File: config.mk
export PLATFORM = sky130hd
export DESIGN_NAME = nibble_serial_adder
export DESIGN_NICKNAME = d
export VERILOG_FILES = /design/src/rtl/nibble_serial_adder.sv
export SDC_FILE = /design/constraint.sdc
export NUM_CORES = 1
export LEC_CHECK = 0
export BUFFER_PORTS_ARGS = -buffer_cell sky130_fd_sc_hd__buf_2
export CORE_MARGIN = 5
export CORE_UTILIZATION = 55
export DETAILED_ROUTE_END_ITERATION = 16
export PLACE_DENSITY = 0.8
export SLEW_MARGIN = 10
export SYNTH_ARGS = -nofsm -noshare
export SYNTH_HDL_FRONTEND = slang
export SYNTH_SLANG_ARGS = --single-unit
File: constraint.sdc
create_clock -name clk -period 4.65 [get_ports clk]
set_input_delay 0.2325 -clock clk [delete_from_list [all_inputs] [get_ports clk]]
set_output_delay 0.2325 -clock clk [all_outputs]
set_load 0.005 [all_outputs]
File: src/rtl/nibble_serial_adder.sv
// Nibble-serial adder: one 4-bit ripple stage reused over NIBBLES cycles.
// A registered carry chains each nibble to the next; result is registered.

module nibble_rca (
  input  logic [3:0] a,
  input  logic [3:0] b,
  input  logic       ci,
  output logic [3:0] s,
  output logic       co
);

  logic [4:0] c;

  always_comb begin
    c    = '0;
    s    = '0;
    c[0] = ci;
    for (int i = 0; i < 4; i++) begin
      s[i]   = a[i] ^ b[i] ^ c[i];
      c[i+1] = (a[i] & b[i]) | (c[i] & (a[i] ^ b[i]));
    end
    co = c[4];
  end

endmodule

module nibble_serial_adder #(
  parameter int NIBBLES = 4
) (
  input  logic                 clk,
  input  logic                 rst_n,
  input  logic                 start,
  input  logic [4*NIBBLES-1:0] a,
  input  logic [4*NIBBLES-1:0] b,
  input  logic                 ci,
  output logic                 ready,
  output logic                 busy,
  output logic                 valid,
  output logic [4*NIBBLES-1:0] s,
  output logic                 co
);

  localparam int W  = 4 * NIBBLES;
  localparam int IW = (NIBBLES > 1) ? $clog2(NIBBLES) : 1;

  typedef enum logic [1:0] {
    IDLE = 2'd0,
    RUN  = 2'd1,
    DONE = 2'd2
  } state_t;

  state_t        state_q;
  state_t        state_d;
  logic [IW-1:0] idx;
  logic          cr;
  logic [W-1:0]  ash;
  logic [W-1:0]  bsh;
  logic [W-1:0]  acc;

  logic          load;
  logic          step;
  logic          last;
  logic [3:0]    ns;
  logic          nc;
  logic [W+3:0]  cat;
  logic [W-1:0]  nacc;

  nibble_rca u_rca (
    .a  (ash[3:0]),
    .b  (bsh[3:0]),
    .ci (cr),
    .s  (ns),
    .co (nc)
  );

  // New nibble enters at the top; after NIBBLES steps nibble 0 sits at the bottom.
  assign cat  = {ns, acc};
  assign nacc = cat[W+3:4];
  assign last = (idx == IW'(NIBBLES - 1));

  always_comb begin
    state_d = state_q;
    load    = 1'b0;
    step    = 1'b0;
    unique case (state_q)
      IDLE: begin
        if (start) begin
          load    = 1'b1;
          state_d = RUN;
        end
      end
      RUN: begin
        step = 1'b1;
        if (last) state_d = DONE;
      end
      DONE: begin
        if (start) begin
          load    = 1'b1;
          state_d = RUN;
        end else begin
          state_d = IDLE;
        end
      end
      default: state_d = IDLE;
    endcase
  end

  always_ff @(posedge clk) begin
    if (!rst_n) begin
      state_q <= IDLE;
      idx     <= '0;
      cr      <= 1'b0;
      ash     <= '0;
      bsh     <= '0;
      acc     <= '0;
      s       <= '0;
      co      <= 1'b0;
    end else begin
      state_q <= state_d;
      if (load) begin
        ash <= a;
        bsh <= b;
        cr  <= ci;
        idx <= '0;
      end else if (step) begin
        ash <= ash >> 4;
        bsh <= bsh >> 4;
        cr  <= nc;
        acc <= nacc;
        idx <= last ? '0 : idx + IW'(1);
        if (last) begin
          s  <= nacc;
          co <= nc;
        end
      end
    end
  end

  assign ready = (state_q != RUN);
  assign busy  = (state_q == RUN);
  assign valid = (state_q == DONE);

endmodule

==> flow_summary.ini, run 1 <==
[synthesis]
syn_inst = 317
syn_nets = 358
synth_cell_type_count = 30
synth_area_per_cell_um2 = 8.537
synth_area_um2 = 2706
ys_seq_area_share_pct = 48.82
synth_warnings = 0
synth_seq_cells = 66

[setup_path]
cp_top_family = buffers and inverters
cp-end-kind = primary output
r2r-end = ash[6]
max_stage_delay_ps = 730
cp_cell_sequence = nand2b_2, inv_2, buf_2
r2r_slack_ps = 2460
slowest_stage = inv_2
path_class = flop to primary output
arrival_ps = 2260
r2r_cells = 4
regToRegStartpoint = state_q[1]
critical_path_required_ps = 4420
startpoint_type = flop
critPathBufInv = 2
crit_path_max_fanout = 48

[detailed_routing]
drt-total-wl_um = 5386
ant_nets = 0
vias = 2248
drc = 0
drt-initial-drc-count = 142
firstDrtPassIters = 5
via_per_inst = 5.228
avgRoutedWirePerCell_um = 12.53

[finish]
layout-area-overhead-vs-synth_pct = 15.76
diodes = 0
design_area_um2 = 3133
final.fill_count = 440
layout-drive-gt1-share_pct = 19.83
final_cell_mix = 98 x nand2_1, 66 x dfxtp_1, 55 x buf_2
final_common_cell = nand2_1
nets = 399

[power_and_ir_drop]
peakVddDrop_mv = 0.1838
power-per-cell-area_nw_per_um2 = 384.9
power_uw = 1206
p_leak_uw = 0.001295

[timing]
max_freq_mhz = 400.5
maxSlewHeadroom_pct = 38.58
finalHoldViolCount = 0
rsz0062_at_grt = false
tightest_slew_ps = 921.2
min_period_ps = 2497
fin_skew_ps = 6.573
finalSetupTns_ps = 0
setup_viol = 0
slew_violations = 0
post-route-period-util_pct = 53.70

[run_status]
status = completed

[min_path]
hp-start = a[13]
hp-class = input port to flop
holdPathStages = 3
min_to = ash[13]

[global_routing]
grt-ovfl-total = 0
antenna_found_initial = 0
grt_pass1_wl_um = 9177
grt.total_usage_pct = 18.25
grt_pass1_vias = 2044
grt_max_degree = 63

[floorplan]
start_util_pct = 56.92
die_area_um2 = 6423
die_h_um = 80.15
die_w_um = 80.15
io_pins = 56
core-area_um2 = 4755
num_rows = 25

[cts]
clockBufferDepth = 2
clkSinkCount = 66
clk_latency_ps = 340
post_cts_buffers = 0
cts_tree = yes
cts_resized = 0
clk_pin_slew_ps = 70
htreeDepth = 3
holdBufCountCts = 0
cts_inserted_buffers = 9
cts-root-buf = clkbuf_8

[placed_design]
hpwl_um = 3441
gp_congestion = 0.7747
dpl_cell_area_um2 = 2935
port_buffers = 55

[job]
maxCapViolations = 0
worst max-delay path by stage:
stage               cells past startpoint  slack, ps      end        from
floorplan                               9       2620  acc[15]          cr
global placement                        9       2560  acc[15]          cr
detailed placement                      3       2530     busy  state_q[1]
CTS                                     3       2170     busy  state_q[1]
global route                            3       1960     busy  state_q[0]
finish                                  3       2150     busy  state_q[1]
worst reg2reg max path: cells and delay by family, from the launching register on:
kind            cells  cell delay [ps]
compound gates      2              450
buf+inv             1              530
flops               1              350
simple gates        1              740
cells by family (layout without fill, tap and decap cells):
logic type               after synthesis  after routing  share of synthesized area (%)
AO/OA/AOI/OAI                         89             89                          22.65
flip-flops                            66             66                          48.82
adder cells (fa/ha/maj)                5              5                          3.421
buffers and inverters                 35             81                          6.473
AND/OR/NAND/NOR                      122            122                          18.63
synthesized netlist by cell type:
cell type  count  share of area [%]
a2bb2oi_1      1               0.32
buf_2         14                2.6
nand2b_1       1               0.23
nand2b_2       1               0.32
buf_6          2               0.83
o221ai_1       2               0.65
nor2_1         1               0.14
nand2_1       98                 14
or3_1          1               0.23
o21ai_0       10                1.8
nor3_1         1               0.18
o21ai_1        5               0.92
a21oi_1        6                1.1
fa_1           4                3.0
a21boi_1      26                7.2
dfxtp_1       66                 49
and3b_1        1               0.32
nand3_1       13                2.4
inv_1          7               0.97
nor2b_1        2               0.46
ha_1           1               0.46
inv_2          1               0.14
clkbuf_1       8                1.1
a31oi_1       15                3.5
and2_1         2               0.46
a22oi_1        8                2.2
o211a_1        5                1.8
nand3b_1       1               0.28
a21boi_0      11                3.1
buf_4          3               0.83
layout make-up:
cell class / instances / area [um2] / area share (%)
inverters: 8 / 30.03 / 0.9585
clock buffers: 14 / 162.7 / 5.192
flip-flops and latches: 66 / 1321 / 42.17
well taps: 67 / 83.83 / 2.676
repair buffers: 57 / 290.3 / 9.265
multi-input cells: 216 / 1210 / 38.62
clock inverters: 2 / 35.03 / 1.118
per-layer routing:
layer | routed length [um] | vias to the layer above | track usage, % | part of all wire [%]
met4 | 106 | 0 | 8.615 | 2.0
met1 | 2386 | 1032 | 22.72 | 44
met2 | 2533 | 56 | 28.39 | 47
met5 | 0 | - | 0 | 0
li1 | - | 1151 | - | -
met3 | 360 | 9 | 6.054 | 6.7
stage by stage:
step / instances / utilization, % / setup WS [ps] / hold WS (ps)
floorplan: 317 / - / 2617 / 367.4
global placement: 414 / 61.74 / 2561 / 439.8
detailed placement: 414 / 61.74 / 2528 / 443.5
CTS: 430 / 65.89 / 2171 / 123.0
global route: 430 / 65.89 / 1957 / 121.3
finish: 430 / 65.89 / 2153 / 123.2
sequential cells by signal, summed over array words and instances (netlist names):
signal and flops:
cr 1, s 16, idx 2, co 1, state_q 2, acc 12
ash 16, bsh 16
report_power, final:
part	leakage [uW]	switching (uW)	internal [uW]
registers	0.000539	17.2	594
clock network	0.000101	203	277
logic	0.000656	68.6	46.8
total	0.00130	289	917
(Power assumes the default switching activity.)
==> run 2, diff against run 1 <==
Settings changed: ABC_AREA set to 1, PLACE_DENSITY 0.8 to 0.79.
Clock period 4.65 ns to 2.52 ns, I/O delays scaled along.
==> run 2 against run 1 <==
  * Register-to-register slack got worse by 2100 ps
  * Critical endpoint is now acc[15]
  * Total power up 90%
  * Worst setup slack worse by 1800 ps
  * Synthesized cell count up 23%
  * Via count rose by 13%
==> flow_summary.ini, run 2 <==
[timing]
maxSlewHeadroom_pct = 63.82
setup_viol = 0
max_freq_mhz = 453.7
fin_skew_ps = 8.242
post-route-period-util_pct = 87.46
finalSetupTns_ps = 0
min_period_ps = 2204
rsz0062_at_grt = false
tightest_slew_ps = 542.0
finalHoldViolCount = 0
setup_slack_ps = 315.9
slew_violations = 0

[synthesis]
synth_area_um2 = 2947
synthTopCellsByArea = dfxtp_1 45%, nand2_1 8.7%, nand3_1 8.3%, inv_1 6.6%, a21oi_1 5.6%
synth-edff-count = 0
synth_cell_type_count = 24
synth_warnings = 0
synth.largest_area_cell = dfxtp_1
synth_top_area_share_pct = 44.84
synth_seq_cells = 66
syn_inst = 389
yosysMostFrequentCell = nand2_1
ys.flop_type = dfxtp_1
ys_top_cells_by_count = 68 x nand2_1, 66 x dfxtp_1, 52 x inv_1
async_flop_share_pct = 0
syn_nets = 430
ys_seq_area_share_pct = 44.84
synth_area_per_cell_um2 = 7.575

[cts]
clk_pin_slew_ps = 70
cts_tree = yes
cts_inserted_buffers = 9
holdBufCountCts = 0
cts_resized = 0
cts-root-buf = clkbuf_8
clockBufferDepth = 2
post_cts_buffers = 0
clk_latency_ps = 340
htreeDepth = 3
clkSinkCount = 66

[setup_path]
cp-end-kind = flop
cp_cell_sequence = fa_1, inv_1, fa_1, inv_1, fa_1, inv_1, fa_1, inv_1, o21ai_0, a21oi_1
r2r_cells = 10
arrival_ps = 2470
regToRegStartpoint = cr
r2r_slack_ps = 320
max_stage_delay_ps = 430
cp-startpoint = cr
critical_path_required_ps = 2790
crit_path_max_fanout = 2
critPathBufInv = 4
startpoint_type = flop
slowest_stage = fa_1
path_class = flop to flop
cp_top_family = adder cells
r2r-end = acc[15]

[min_path]
min_to = bsh[12]
hp-class = input port to flop
holdPathStages = 2
hp-start = b[12]

[floorplan]
start_util_pct = 57.33
die_w_um = 83.20
num_rows = 26
die_area_um2 = 6921
io_pins = 56
core-area_um2 = 5140
die_h_um = 83.20

[finish]
layout-drive-gt1-share_pct = 19.05
top_regs = ash x16, bsh x16, s x16
layout-area-overhead-vs-synth_pct = 13.63
final.fill_count = 483
nets = 478
final_core_util_pct = 65.14
final_common_cell = nand2_1
final_cell_mix = 68 x nand2_1, 66 x dfxtp_1, 55 x buf_2
diodes = 0

[placed_design]
gp_congestion = 0.8571
port_buffers = 55
hpwl_um = 4018
place_ws_ps = 347.0

[run_status]
status = completed

[detailed_routing]
wl_met2_um = 2853
vias = 2536
via_per_inst = 4.963
firstDrtPassIters = 4
drc = 0
drt-initial-drc-count = 87
avgRoutedWirePerCell_um = 12.14
wl_met3_um = 352
ant_nets = 0
drt-total-wl_um = 6206
highest_layer = met4
wl_met1_um = 2856

[power_and_ir_drop]
power_uw = 2291
p_leak_uw = 0.001675
peakVddDrop_mv = 0.3499
power-per-cell-area_nw_per_um2 = 684.3

[global_routing]
grt.total_usage_pct = 18.64
grt_max_degree = 47
grt_pass1_vias = 2318
antenna_found_initial = 0
grt_pass1_wl_um = 10530
grt-ovfl-total = 0

[job]
maxCapViolations = 0
## run 2: how the worst max path moves through the flow
stage          endpoint  slack [ps]  cells after the start
4_1_cts         acc[15]         310                     10
3_5_place_dp    acc[15]         350                     10
5_1_grt         acc[15]         180                     10
6_report        acc[15]         320                     10
3_3_place_gp    acc[15]         380                     10
2_1_floorplan   acc[15]         440                     10
## run 2: area by class of cell
| type | count | area, um2 | area share [%] |
|---|---|---|---|
| clock buffer | 12 | 145.1 | 4.335 |
| clock inverter | 3 | 40.04 | 1.196 |
| inverter | 58 | 225.2 | 6.726 |
| multi-input combinational | 243 | 1224 | 36.55 |
| sequential | 66 | 1321 | 39.46 |
| tap | 70 | 87.58 | 2.616 |
| timing repair buffer | 59 | 305.3 | 9.118 |
## run 2: worst register-to-register path: cells and delay by family, from the launching register on
| family | cells | cell delay, ps |
|---|---|---|
| compound gates | 2 | 200 |
| buf+inv | 4 | 260 |
| flops | 1 | 330 |
| fa+ha+maj | 4 | 1350 |
## run 2: power breakdown
part	total (uW)	switching (uW)	internal, uW
combinational	293	185	109
sequential	1140	33.3	1110
clock	855	380	476
total	2290	598	1690
## run 2: stage by stage
stage | std cells | hold WS (ps) | instance area [um2]
2_1_floorplan | 389 | 273.2 | 2947
3_3_place_gp | 496 | 367.8 | 3163
3_5_place_dp | 496 | 374.3 | 3163
4_1_cts | 511 | 7.673 | 3348
5_1_grt | 511 | 30.31 | 3348
6_report | 511 | 20.15 | 3348
## run 2: cell families (layout without fill, tap and decap cells)
| kind of cell | count (synthesis) | in the layout | share of synthesized area (%) |
|---|---|---|---|
| and+or+nand+nor | 167 | 167 | 25.31 |
| buffers and inverters | 80 | 132 | 13.63 |
| AOI/OAI and AO/OA | 71 | 71 | 13.08 |
| DFF | 66 | 66 | 44.84 |
| adders and majority gates | 5 | 5 | 3.142 |
## run 2: layer usage
layer | GRT usage (%) | vias to the layer above
met2 | 28.57 | 60
met5 | 0 | -
li1 | - | 1328
met4 | 10.25 | 0
met3 | 3.861 | 11
met1 | 24.44 | 1137
==> run 3, diff against run 2 <==
Settings changed: CAP_MARGIN set to 0, CORE_UTILIZATION 55 to 49, PLACE_DENSITY 0.79 to 0.75, SETUP_SLACK_MARGIN set to 0.1.
Clock period 2.52 ns to 2 ns, I/O delays scaled along.
==> run 3 against run 2 <==
  * The run now ends with setup timing left
  * Clock power increased by 63%
  * Combinational power increased by 32%
  * Die area increased by 11%
  * Sequential power increased by 26%
  * Worst hold slack got worse by 7.5 ps
  * Via count increased by 2.2%
  * Clock skew increased by 1.1 ps
  * Critical path type unchanged
==> flow_summary.ini, run 3 (synthesized netlist as in run 2, its figures left out) <==
[run_status]
status = complete, but fails checks
violations = setup timing

[finish]
design_area_um2 = 3518
top_regs = ash x16, bsh x16, s x16
final_cell_mix = 68 x nand2_1, 63 x dfxtp_1, 55 x buf_2
layout-drive-gt1-share_pct = 21.51
layout-area-overhead-vs-synth_pct = 19.41
fin_cells = 526
final_common_cell = nand2_1
diodes = 0
nets = 487

[min_path]
min_to = ash[12]
hp-class = input port to flop
hp-start = a[12]
holdPathStages = 3

[setup_path]
crit_path_max_fanout = 2
r2r-end = acc[15]
startpoint_type = flop
arrival_ps = 2370
r2r_cells = 10
regToRegStartpoint = cr
path_class = flop to flop
critical_path_required_ps = 2270
cp-end-kind = flop
r2r_slack_ps = -100

[placed_design]
port_buffers = 55
dp.cells = 503
gp_congestion = 0.8586
hpwl_um = 4227
dpl_cell_area_um2 = 3193

[detailed_routing]
via_per_inst = 4.930
wl_met2_um = 2902
wl_met3_um = 391
highest_layer = met4
drt-total-wl_um = 6225
drc = 0
wl_met1_um = 2842
vias = 2593
firstDrtPassIters = 4
ant_nets = 0
avgRoutedWirePerCell_um = 11.83
drt-initial-drc-count = 115

[timing]
tightest_slew_ps = 427.2
rsz0062_at_grt = true
setup_slack_ps = -98.56
maxSlewHeadroom_pct = 71.52
fin_skew_ps = 9.326
setup_viol = 2
max_freq_mhz = 476.5
slew_violations = 0
post-route-period-util_pct = 104.9
min_period_ps = 2099
finalHoldViolCount = 0
hold_ws_ps = 12.65

[power_and_ir_drop]
power-per-cell-area_nw_per_um2 = 914.7
peakVddDrop_mv = 0.5095
p_leak_uw = 0.001734

[global_routing]
grt-ovfl-total = 0
antenna_found_initial = 0
grt_pass1_vias = 2377
grt.total_usage_pct = 17.79
grt_max_degree = 47
grt_pass1_wl_um = 10680

[floorplan]
start_util_pct = 50.06
io_pins = 56
num_rows = 28
die_h_um = 87.55
die_area_um2 = 7664
die_w_um = 87.55
core-area_um2 = 5886

[cts]
clkSinkCount = 66
clk_latency_ps = 340
cts-root-buf = clkbuf_8
cts_inserted_buffers = 9
clk_pin_slew_ps = 70
clockBufferDepth = 2
htreeDepth = 3
cts_tree = yes
post_cts_buffers = 0

[job]
maxCapViolations = 0
==> run 3: cell types whose count changed in the layout (fill, tap and decap cells not counted), moves of 2 or more <==
| cell | before | now |
|---|---|---|
| buf_4 | 4 | 6 |
| inv_2 | 4 | 7 |
| dfxtp_2 | 0 | 3 |
| clkinv_2 | 2 | 0 |
| inv_1 | 52 | 49 |
| fa_1 | 4 | 1 |
| dfxtp_1 | 66 | 63 |
| bufinv_16 | 1 | 3 |
| fa_2 | 0 | 3 |
| dlygate4sd3_1 | 0 | 7 |
==> run 3: worst max path at each step <==
stage / start / end / slack (ps) / cells past startpoint
3_3_place_gp: bsh[0] / acc[15] / -70 / 10
3_5_place_dp: bsh[0] / acc[15] / -80 / 10
6_report: cr / acc[15] / -100 / 10
2_1_floorplan: bsh[0] / acc[15] / -20 / 10
5_1_grt: cr / acc[15] / -160 / 10
4_1_cts: cr / acc[15] / -100 / 10
==> run 3: power by group <==
part / switching [uW] / total (uW) / internal (uW)
logic: 236 / 387 / 151
clock network: 494 / 1390 / 897
registers: 42.4 / 1440 / 1400
==> run 3: area by class of cell <==
type	count	area (um2)
clock buffer	12	155.1
clock inverter	4	97.59
fill	561	2367
inverter	58	225.2
multi-input combinational	243	1231
sequential	66	1325
tap	75	93.84
timing repair buffer	68	390.4
==> run 3: metrics by stage <==
step / util (%) / total power [uW] / setup TNS [ps] / setup slack [ps]
5_1_grt: 59.78 / 3383 / -326.7 / -157.5
3_3_place_gp: 54.25 / 1837 / -86.33 / -69.09
4_1_cts: 59.78 / 3251 / -148.0 / -99.11
6_report: 59.78 / 3218 / -145.9 / -98.56
2_1_floorplan: - / 1765 / -21.38 / -21.38
3_5_place_dp: 54.25 / 1847 / -130.3 / -79.70
==> run 3: per-layer routing <==
metal / up-vias / track usage [%]
met5: - / 0
met4: 0 / 5.858
met3: 10 / 5.927
met2: 71 / 29.25
met1: 1164 / 21.98
li1: 1348 / -
==> run 3: what timing repair did <==
item                       4_1_cts  5_1_grt
hold endpoints to repair         7        0
pin swaps                        3        0
gates resized for setup          3        0
hold buffers                     7        0
setup endpoints to repair        3        3
==> run 3: critical path, stage by stage, from the launching register on <==
cell	delay (ps)
dfxtp_2	330
fa_2	380
inv_2	60
fa_2	180
inv_2	40
fa_2	320
inv_2	60
fa_1	400
inv_1	80
o21ai_1	60
a21oi_1	120
